## src/rtl/alu_logic.sv

```systemverilog
// Board ALU wrapper: buttons capture A, B and opcode from shared switches; optional ALU_STATUS_EN adds zero/carry/overflow flags.
// Latency: result is combinational from the registers, valid right after the edge that loads the last register.
// Backpressure: none; buttons are plain level enables and a held button reloads on every edge.
module alu_logic #(
  parameter int OPERAND_SIZE = 8,
  parameter int OP_CODE_SIZE = 6
) (
  input  logic                    i_clk,
  input  logic                    i_reset,
  input  logic [OPERAND_SIZE-1:0] i_switches,
  input  logic                    i_btn_A,
  input  logic                    i_btn_B,
  input  logic                    i_btn_OP,
`ifdef ALU_STATUS_EN
  output logic                    o_zero,
  output logic                    o_carry,
  output logic                    o_overflow,
`endif
  output logic [OPERAND_SIZE-1:0] o_resultado
);

  localparam logic [OP_CODE_SIZE-1:0] OP_ADD = OP_CODE_SIZE'(6'b100000);
  localparam logic [OP_CODE_SIZE-1:0] OP_SUB = OP_CODE_SIZE'(6'b100010);
  localparam logic [OP_CODE_SIZE-1:0] OP_AND = OP_CODE_SIZE'(6'b100100);
  localparam logic [OP_CODE_SIZE-1:0] OP_OR  = OP_CODE_SIZE'(6'b100101);
  localparam logic [OP_CODE_SIZE-1:0] OP_XOR = OP_CODE_SIZE'(6'b100110);
  localparam logic [OP_CODE_SIZE-1:0] OP_NOR = OP_CODE_SIZE'(6'b100111);
  localparam logic [OP_CODE_SIZE-1:0] OP_SRA = OP_CODE_SIZE'(6'b000011);
  localparam logic [OP_CODE_SIZE-1:0] OP_SRL = OP_CODE_SIZE'(6'b000010);

  localparam int MSB = OPERAND_SIZE - 1;

  logic [OPERAND_SIZE-1:0] regA;
  logic [OPERAND_SIZE-1:0] regB;
  logic [OP_CODE_SIZE-1:0] regOp;
  logic [OPERAND_SIZE-1:0] addRes;
  logic [OPERAND_SIZE-1:0] subRes;
  logic [OPERAND_SIZE-1:0] aluRes;

  // Reset wins over every button; each button is an independent load enable.
  always_ff @(posedge i_clk) begin
    if (i_reset) begin
      regA  <= '0;
      regB  <= '0;
      regOp <= '0;
    end else begin
      if (i_btn_A)  regA  <= i_switches;
      if (i_btn_B)  regB  <= i_switches;
      if (i_btn_OP) regOp <= i_switches[OP_CODE_SIZE-1:0];
    end
  end

`ifdef ALU_STATUS_EN
  logic addCarry;
  logic subBorrow;
  logic loaded;

  assign {addCarry, addRes}  = {1'b0, regA} + {1'b0, regB};
  assign {subBorrow, subRes} = {1'b0, regA} - {1'b0, regB};

  // Keeps o_zero low from reset until something has actually been loaded.
  always_ff @(posedge i_clk) begin
    if (i_reset) loaded <= 1'b0;
    else if (i_btn_A || i_btn_B || i_btn_OP) loaded <= 1'b1;
  end

  always_comb begin
    o_carry    = 1'b0;
    o_overflow = 1'b0;
    if (regOp == OP_ADD) begin
      o_carry    = addCarry;
      o_overflow = (regA[MSB] == regB[MSB]) && (addRes[MSB] != regA[MSB]);
    end else if (regOp == OP_SUB) begin
      o_carry    = subBorrow;
      o_overflow = (regA[MSB] != regB[MSB]) && (subRes[MSB] != regA[MSB]);
    end
  end

  assign o_zero = loaded && (aluRes == '0);
`else
  assign addRes = regA + regB;
  assign subRes = regA - regB;
`endif

  // Shift amount is the full value of B, so B >= width saturates naturally.
  always_comb begin
    aluRes = '0;
    case (regOp)
      OP_ADD:  aluRes = addRes;
      OP_SUB:  aluRes = subRes;
      OP_AND:  aluRes = regA & regB;
      OP_OR:   aluRes = regA | regB;
      OP_XOR:  aluRes = regA ^ regB;
      OP_NOR:  aluRes = ~(regA | regB);
      OP_SRA:  aluRes = $signed(regA) >>> regB;
      OP_SRL:  aluRes = regA >> regB;
      default: aluRes = '0;
    endcase
  end

  assign o_resultado = aluRes;

endmodule

```

## config.mk

```make
export PLATFORM = sky130hd
export DESIGN_NAME = alu_logic
export DESIGN_NICKNAME = d
export VERILOG_FILES = /design/src/rtl/alu_logic.sv
export SDC_FILE = /design/constraint.sdc
export NUM_CORES = 1
export LEC_CHECK = 0
export BUFFER_PORTS_ARGS = -buffer_cell sky130_fd_sc_hd__buf_2
export CAP_MARGIN = 5
export CORE_ASPECT_RATIO = 1.2
export CORE_MARGIN = 2
export CORE_UTILIZATION = 57
export CTS_CLUSTER_DIAMETER = 30
export DETAILED_ROUTE_END_ITERATION = 6
export PLACE_DENSITY = 0.87
export SYNTH_ARGS = -nofsm -noshare
export SYNTH_HDL_FRONTEND = slang
export SYNTH_SLANG_ARGS = --single-unit
```

## constraint.sdc

```tcl
create_clock -name i_clk -period 3.8 [get_ports i_clk]
set_input_delay 0.19 -clock i_clk [delete_from_list [all_inputs] [get_ports i_clk]]
set_output_delay 0.19 -clock i_clk [all_outputs]
set_load 0.02 [all_outputs]
```

# Yosys cells after proc, flatten, opt, wreduce, memory -nomap -nowiden
# Cells that the tools add are included.
[op_classes]
add_sub_neg = 2
eq_ne = 8
shift = 2
mux = 1
n_bitwise = 4
[ops]
columns = ["cell", "n"]
rows = [
  ["$pmux 8 s8", 1],
  ["$eq 6x6->1 const B", 6],
  ["$eq 6x2->1 const B", 2],
  ["$add 8x8->8", 1],
  ["$and 8x8->8", 1],
  ["$not 8->8", 1],
  ["$or 8x8->8", 1],
  ["$shr 8x8->8", 1],
  ["$sshr 8x8->8", 1],
  ["$sub 8x8->8", 1],
  ["$xor 8x8->8", 1],
]
[totals]
ff_bits = 22
in_bits = 13
output_inout_bits = 8
elab_cells = 20

# Longest topological paths before layout
# Gate-level depths: netlist (run 1).
[depth]
depth_word = 3
mapped_depth = 13
mapped_depth_nobuf = 12

# Least setup slack after synthesis (run 1)
# No wires, ideal clock.
[synth_path]
kind = "register to output"
from = "register regB[0]"
to = "output o_resultado[7]"
arrival_time_ns = 2.942
required_time_ns = 3.610
path_slack_ns = 0.668
stages_incl_launch_ff = 14
path_buffers = 2
cell_sequence = "dfxtp_1 > clkbuf_1 > clkbuf_1 > inv_1 > ha_1 > a21o_2 > inv_1 > ha_1 > nor2b_1 > o2111ai_1 > nand3_1 > o41a_1 > xnor2_1 > a221o_2"
[synth_via]
elab_chain_len = 2
word_cells_on_any_way = 5
classes_between = "add/sub (2); shift (2); mux (1)"
[synth_lines]
columns = ["item", "line_no", "source"]
rows = [
  ["start: declaration", "34", "logic [OPERAND_SIZE-1:0] regB;"],
  ["start signal: assignment", "48", "if (i_btn_B) regB <= i_switches;"],
  ["$sub 8x8->8 (tied with other cells)", "82", "assign subRes = regA - regB;"],
  ["$pmux 8 s8 (*)", "88", "case (regOp)"],
  ["end: declaration", "19", "output logic [OPERAND_SIZE-1:0] o_resultado"],
]
# Every way passes the cells marked *; elsewhere a longest branch is shown, timed or not.

# Worst setup path in the final report (run 1)
[layout_path]
from = "register regOp[2]"
to = "output o_resultado[7]"
[layout_via]
elab_chain_len = 2
word_cells_on_any_way = 9
classes_between = "eq/ne (8); mux (1)"
[layout_lines]
columns = ["item", "line_no", "source"]
rows = [
  ["start: declaration", "35", "logic [OP_CODE_SIZE-1:0] regOp;"],
  ["start signal: assignment", "49", "if (i_btn_OP) regOp <= i_switches[OP_CODE_SIZE-1:0];"],
  ["$eq 6x2->1 / $eq 6x6->1 (equally long branches)", "88", ""],
  ["$pmux 8 s8 (*)", "88", ""],
]
# Marks and branches as above.

==> impl_results.md, run 1 <==
- RSZ-0062 raised after global routing: no
- Min-delay worst type: in2reg
- Setup slack, reg-to-reg: 2.85 ns
- Initial core utilization: 58.5%
- Syn_area_per_cell: 7.96 um2
- Post-layout minimum cycle time: 3.58 ns
- Crit-path max FO: 6
- Leakage: 1.12 nW
- Post-Syn Area: 2270 um2
- Seq cells post-synth: 22
- 1st-pass router iterations: 5
- Max-Cap Viols: 0
- Final Hold Fails: 0
- First-pass GRT wire length: 9.44 mm
- Synth area leaders: dfxtp_1 19%, ha_1 13%, mux2i_1 13%, nor2_1 6.9%, xnor2_1 6.6%
- Seq/Total Area, Yosys: 19.4%
- # H-tree levels: 1
- Peak Freq: 280 MHz
- Post-CTS setup buffer count: 0
- CP required: 3.61 ns
- Die Width: 61.6 um
- Placed cell areas: 2410 um2
- Outcome: completed
- Diodes inserted: 0
- Multiplexer share of the synthesized area: 14.7%
- Clk pin slew, worst setup/hold paths: around 0.08 ns
- Clk Latency, worst-skew pair: 0.26 ns
- Max-slew violation count: 0
- Initial antenna violation count: 0
- Synth Area in Compound Gates: around a fifth
- Largest net degree at the start of global routing: 23
- Ys Warns: 0
- Worst EP arrival: ~3.4 ns
- Simple-gate portion of the synthesized area: 18.5%
- Share of post-route cells with drive strength above 1: a little over an eighth
- CTS-repair resized insts: 0
- Ports: 21
- Synth Area in Adders: 14.1%
- Clock Skew: 0 ns
- Crit Path Category: reg2out
- Height of the die: 73.1 um
- Worst hold slack: 0.176 ns
- DIE AREA: 4500 um2
- Drt first-iter violations: 131
- Root Buffer: clkbuf_8
- Final Core Density: 64.1%
- CTS sink cnt: 22
- RR Endpoint: regOp[1]
- Ys async rst share: 0%
- Final net count: 339
- Top-count cell post-synth: nor2_1
- Num CTS Buffers: 3
- CTS tree: yes
- Worst-case reg-to-reg path depth: 3
- Routed vias: 2148
- Pwr Density: 311 nW/um2
- I/O Buffers: 20
- Vias in the first global route: slightly above 2000
- Hold Buf Count CTS: 0
- Worst VDD drop: 0.410 mV
- Max Root-Sink Buffers: 2
- Final worst slack: about 0.22 ns
- Worst Setup SP: regOp[2]
- Congestion Overflow GR: 0
- GRT Resource Usage Total: approximately 28%
- Post-synth top area cell: dfxtp_1
- Final setup violation count: 0
- Dpl ws: 0.471 ns
- Gate count of the mapped netlist: around 290
- Post-Syn Nets: 323
- Fin area: 2480 um2
- Post-synth top area share: 19.4%
- Slew margin rel.: 51.4%
- Synth Flop Type: dfxtp_1
- Worst R2R Start: regOp[1]
- Drc violations: 0
- DR vias/cell: 6.07
- Final WL: 5.71 mm
- GPL Wtd Cong: 0.989
- Distinct cells, synth: between 40 and 50
- Core area: around 3900 um2
- Final period util: 94.1%
- Endpoint class of the critical path: output pin
- Syn-to-layout area delta: 9.54%
- DRT antenna net count: 0
- Post-Synth XOR/XNOR Area: between 8 and 9%
- Worst-margin pin slew: 0.722 ns
- Routed length per instance: 16.1 um
- Post-synth EDFFs: 0
- Dpl hpwl: 4.48 mm
- Setup crit start kind: flop
- Setup TNS: 0 ns
- Number of cell rows: 25
- Largest family of logic cells by synthesized area: compound AO/OA/AOI/OAI gates
- CP endpoint: o_resultado[7]
- Post-synth top cells: 42 x nor2_1, 30 x mux2i_1, 24 x ha_1
[layout make-up]
type / count / area (um2)
multi-input combinational: 229 / 1690
fill: 350 / 1390
sequential: 22 / 440
timing repair buffer: 27 / 153
inverter: 18 / 67.6
tap: 54 / 67.6
clock buffer: 3 / 41.3
clock inverter: 1 / 30.0
[sequential cells by signal, indices dropped and copies added, names as in the netlist]
register	count
regA	8
regB	8
regOp	6
[stage by stage]
stage | std cells | total power, mW
2_1_floorplan | 285 | 0.492
6_report | 354 | 0.772
4_1_cts | 354 | 0.773
5_1_grt | 354 | 0.821
3_3_place_gp | 350 | 0.552
3_5_place_dp | 350 | 0.558
[power breakdown]
part	leakage [nW]	switching [mW]	internal [mW]
logic	0.901	0.160	0.128
registers	0.182	0.0247	0.244
clock network	0.0357	0.0738	0.141
[worst max-delay path, cell delays in order (launching register included)]
cell	delay (ns)
dfxtp_1	0.35
or4b_4	0.58
or2_4	0.29
nor2_1	0.09
a21o_2	0.12
inv_1	0.04
ha_1	0.26
nor2b_1	0.14
o2111ai_1	0.18
nand3_1	0.12
o41a_1	0.34
xnor2_1	0.13
a221o_2	0.32
buf_2	0.16
[logic make-up after synthesis]
family / Yosys count
xor+xnor: 21
simple gates: 89
flops: 22
compound gates: 62
fa+ha+maj: 25
mux: 32
buf+inv: 34
[worst min-delay path by stage]
stage                        from       to  slack, ns  cells after the start
finish              i_switches[6]  regB[6]       0.18                      3
global route        i_switches[7]  regB[7]       0.18                      3
CTS                 i_switches[6]  regB[6]       0.18                      3
detailed placement  i_switches[6]  regB[6]       0.46                      3
global placement    i_switches[7]  regB[7]       0.44                      3
floorplan                 i_reset  regB[1]       0.26                      1
[cells in the final DEF, fill, tap and decap left out, drive strengths merged, types with 5 or more instances in the layout]
cell type,instances
nor2,42
mux2i,30
buf,27
ha,24
dfxtp,22
nand2,19
inv,18
xnor2,17
o21ai,15
a21oi,12
nor2b,6
o211ai,6
a211oi,5
nand3,5
nor4,5
[layer usage]
layer	vias to the layer above	routed length, um	global-route usage [%]
met2	82	2810	44.3
met1	1009	2390	36.8
met4	0	204	13.7
met3	20	299	2.48
met5	-	0	0
li1	1037	-	-
No activity file was read; power rests on OpenSTA's default activity.
==> inputs of run 2 (changes only) <==
Settings changed: CELL_PAD_IN_SITES_DETAIL_PLACEMENT set to 1, CELL_PAD_IN_SITES_GLOBAL_PLACEMENT set to 1, CORE_UTILIZATION 57 to 45, PLACE_DENSITY 0.87 to 0.91.
==> impl_results.md, run 2 (synthesized netlist as in run 1, its figures left out) <==
- Final setup violation count: 0
- Root Buffer: clkbuf_8
- Slew margin rel.: 48.0%
- Height of the die: just over 80 um
- DIE AREA: 5630 um2
- Clock Skew: 0 ns
- CTS tree: yes
- Max stage delay on crit path: 0.59 ns
- Design Power: 0.737 mW
- First-pass GRT wire length: 11.3 mm
- Final WL: between 6 and 7 mm
- Post-layout minimum cycle time: 3.59 ns
- Worst R2R Start: regA[7]
- Met3 usage: 3.70%
- Drt first-iter violations: around 160
- Routed vias: 2177
- Pwr Density: about 300 nW/um2
- Inst Count DP: 354
- DRT antenna net count: 0
- Clk Latency, worst-skew pair: 0.27 ns
- Setup TNS: 0 ns
- CP cell instances: or4b_4 > or2_4 > nor2_1 > a21o_2 > inv_1 > ha_1 > nor2b_1 > o2111ai_1 > nand3_1 > o41a_1 > xnor2_1 > a221o_2 > buf_2
- Max-slew violation count: 0
- Worst Setup SP: regOp[3]
- Initial core utilization: 46.3%
- GRT Max-Usage Layer: met2
- DR vias/cell: 6.06
- Final period util: 94.5%
- Post-route insts no fill: approximately 360
- Vias in the first global route: 2331
- Crit Path Category: reg2out
- Worst VDD drop: 0.273 mV
- Dpl hpwl: 5.19 mm
- Congestion Overflow GR: 0
- Setup crit start kind: flop
- Core area: 4900 um2
- Peak Freq: approximately 280 MHz
- Largest net degree at the start of global routing: 23
- Worst EP arrival: 3.40 ns
- Largest delay share family, worst path: simple AND/OR/NAND/NOR gates
- Hold_sp: i_switches[6]
- Number of cell rows: 28
- Endpoint class of the critical path: output pin
- Met2 GRT Util: 46.9%
- Most frequent cells in the layout: 42 x nor2_1, 30 x mux2i_1, 24 x ha_1
- Crit-path max FO: 6
- Max Root-Sink Buffers: 2
- Max-Cap Viols: 0
- Leakage: 1.11 nW
- Clk pin slew, worst setup/hold paths: 0.08 ns
- Initial antenna violation count: 0
- Num CTS Buffers: 3
- Worst-margin pin slew: 0.772 ns
- Commonest non-fill, non-tap cell in the layout: nor2_1
- CP required: roughly 3.6 ns
- Share of post-route cells with drive strength above 1: 13.0%
- Die Width: 68.8 um
- Syn-to-layout area delta: 8.83%
- Routed length per instance: 19.0 um
- Diodes inserted: 0
- RSZ-0062 raised after global routing: no
- Ports: 21
- Largest regs: regA: 8 flops, regB: 8 flops, regOp: 6 flops
- Outcome: completed
- Final net count: roughly 340
- Slowest-stage cell, CP: or4b_4
- CTS sink cnt: 22
- 1st-pass router iterations: 5
- Buf/Inv on CP: 2
- Final Hold Fails: 0
- # H-tree levels: 1
- Met1 Use GR: 32.7%
- I/O Buffers: 20
- GPL Wtd Cong: 0.939
- Drc violations: 0
- GRT Resource Usage Total: a little over a quarter
- Min-delay worst type: in2reg
[run 2: path summary, 6_finish.rpt]
kind         slack [ns]  cells after the start              to
max                0.21                     13  o_resultado[7]
min                0.19                      3         regB[6]
max reg2reg        2.77                      2         regA[7]
min reg2reg        0.58                      2        regOp[3]
[run 2: report_power, final]
| group | switching [mW] | leakage (nW) | internal [mW] | total [mW] |
|---|---|---|---|---|
| logic | 0.168 | 0.897 | 0.129 | 0.297 |
| registers | 0.0282 | 0.182 | 0.244 | 0.272 |
| clock network | 0.0752 | 0.0288 | 0.0925 | 0.168 |
[run 2: worst min-delay path, stage by stage]
cell and delay (ns):
buf_2 0.09, mux2i_1 0.06, nor2_1 0.08
[run 2: what timing repair did]
item                                    CTS  global route
setup buffers                             0             1
gates resized for setup                   0             1
endpoints found under the setup margin    0             2
hold buffers                              0             0
[run 2: metal layers]
metal	share of wire, %	up-vias
met1	43	1075
li1	-	1036
met4	2.3	0
met2	51	51
met3	2.9	15
met5	0	-
[run 2: layout make-up]
type                       count  area (um2)
multi-input combinational    229        1690
timing repair buffer          26         145
fill                         631        2440
inverter                      18        67.6
tap                           60        75.1
sequential                    22         440
clock buffer                   4        55.1
[run 2: per-stage QoR]
step	setup WS, ns	hold WS (ns)	instance area, um2	util (%)
global route	0.00302	0.214	2470	50.3
global placement	0.495	0.440	2400	49.0
floorplan	0.668	0.262	2270	-
finish	0.210	0.193	2470	50.3
detailed placement	0.414	0.449	2400	49.0
CTS	0.114	0.194	2460	50.1
==> inputs of run 3 (changes only) <==
==> constraint.sdc (replaced) <==
create_clock -name i_clk -period 4.05 [get_ports i_clk]
set_input_delay 0.2025 -clock i_clk [delete_from_list [all_inputs] [get_ports i_clk]]
set_output_delay 0.2025 -clock i_clk [all_outputs]
set_load 0.005 [all_outputs]
==> impl_results.md, run 3 (synthesized netlist as in run 1, its figures left out) <==
- Dpl hpwl: 5.33 mm
- DRT antenna net count: 0
- Final Hold Fails: 0
- Final net count: 337
- Max Root-Sink Buffers: 2
- Routed vias: approximately 2200
- Die Width: about 69 um
- Leakage: between 1 and 1.5 nW
- Final setup violation count: 0
- Share of post-route cells with drive strength above 1: between 10% and 20%
- GRT Resource Usage Total: 26.4%
- CTS sink cnt: 22
- CP cell instances: or4b_1 > or2_4 > nor2_1 > a21o_2 > inv_1 > ha_1 > nor2b_1 > o2111ai_1 > nand3_1 > o41a_1 > xnor2_1 > a221o_2 > buf_2
- Worst Setup SP: regOp[2]
- Largest net degree at the start of global routing: 23
- Min-delay worst type: in2reg
- Routed length per instance: 19.2 um
- Post-route insts no fill: 358
- Worst R2R Start: regA[7]
- Congestion Overflow GR: 0
- Final period util: 90.6%
- First-pass GRT wire length: roughly 11 mm
- Hold_sp: i_switches[6]
- Post-layout minimum cycle time: 3.67 ns
- Clk pin slew, worst setup/hold paths: 0.08 ns
- Initial antenna violation count: 0
- Largest regs: regA: 8 flops, regB: 8 flops, regOp: 6 flops
- Hold path cells: 3
- Slew margin rel.: 48.3%
- Post-CTS setup buffer count: 0
- Root Buffer: clkbuf_8
- Worst VDD drop: 0.267 mV
- Placed cell areas: 2400 um2
- RR Endpoint: regA[7]
- Worst-case reg-to-reg path depth: 2
- Setup crit start kind: flop
- RSZ-0062 raised after global routing: no
- Final WL: 6.86 mm
- Most frequent cells in the layout: 42 x nor2_1, 30 x mux2i_1, 24 x ha_1
- Diodes inserted: 0
- Drt first-iter violations: between 100 and 150
- Number of cell rows: 28
- Worst-margin pin slew: about 0.77 ns
- Drc violations: 0
- Setup slack, reg-to-reg: 3.08 ns
- Clock Skew: 0 ns
- DR vias/cell: 6.03
- Syn-to-layout area delta: 8.33%
- Worst EP arrival: 3.47 ns
- Crit-path max FO: 6
- CP required: around 3.9 ns
- Largest delay share family, worst path: simple AND/OR/NAND/NOR gates
- Max-Cap Viols: 0
- Peak Freq: 273 MHz
- GPL Wtd Cong: between 0.9 and 1
- 1st-pass router iterations: 4
- Hold Buf Count CTS: 0
- Outcome: completed
- Buf/Inv on CP: 2
- Pwr Density: 278 nW/um2
- Slowest-stage cell, CP: or4b_1
- Max-slew violation count: 0
- Vias in the first global route: ~2200
- # H-tree levels: 1
- Worst Hold Endpoint: regB[6]
- Inst Count DP: 354
- Clk Latency, worst-skew pair: about 0.26 ns
- CTS-repair resized insts: 0
- CTS tree: yes
- Height of the die: 81.8 um
- DIE AREA: 5630 um2
- Setup TNS: 0 ns
- Fin area: 2460 um2
- Num CTS Buffers: 3
- Commonest non-fill, non-tap cell in the layout: nor2_1
- Core area: 4900 um2
- I/O Buffers: 20
- Max stage delay on crit path: around 0.64 ns
- Crit Path Category: reg2out
- Initial core utilization: 46.3%
- Endpoint class of the critical path: output pin
- Ports: 21
==> run 3: cell types whose count changed in the layout (fill, tap and decap cells not counted), sizes merged <==
cell	previous run	this run
buf	26	25
==> run 3: area by class of cell <==
cell class | count | area [um2]
flip-flops and latches | 22 | 440
repair buffers | 25 | 138
fillers | 642 | 2450
inverters | 18 | 67.6
clock buffers | 4 | 55.1
well taps | 60 | 75.1
multi-input cells | 229 | 1680
==> run 3: worst register-to-register path, delay by kind of cell, from the launching register on <==
family / cells / cell delay [ns]
DFF: 1 / 0.66
muxes: 1 / 0.15
and+or+nand+nor: 1 / 0.10
==> run 3: power breakdown <==
| group | switching, mW | total (mW) | internal, mW |
|---|---|---|---|
| logic | 0.151 | 0.269 | 0.118 |
| clock network | 0.0717 | 0.158 | 0.0867 |
| registers | 0.0260 | 0.255 | 0.229 |
==> run 3: how the worst max path moves through the flow <==
stage,endpoint,depth (start not counted)
floorplan,o_resultado[7],13
global placement,o_resultado[7],13
detailed placement,o_resultado[7],13
CTS,o_resultado[7],13
global route,o_resultado[7],13
finish,o_resultado[7],13
==> run 3: stage by stage <==
| step | power, mW | hold slack [ns] | worst slack [ns] | utilization, % |
|---|---|---|---|---|
| 3_5_place_dp | 0.526 | 0.462 | 0.676 | 49.0 |
| 4_1_cts | 0.685 | 0.183 | 0.372 | 50.1 |
| 3_3_place_gp | 0.512 | 0.463 | 0.780 | 49.0 |
| 6_report | 0.683 | 0.188 | 0.382 | 50.1 |
| 2_1_floorplan | 0.455 | 0.275 | 0.960 | - |
| 5_1_grt | 0.723 | 0.204 | 0.176 | 50.1 |
==> run 3: metal layers <==
metal / vias to the layer above / track usage (%) / wire length, um
met5: - / 0 / 0
met4: 0 / 10.6 / 165
met3: 14 / 1.37 / 349
met2: 67 / 47.5 / 3500
met1: 1044 / 32.4 / 2850
li1: 1033 / - / -
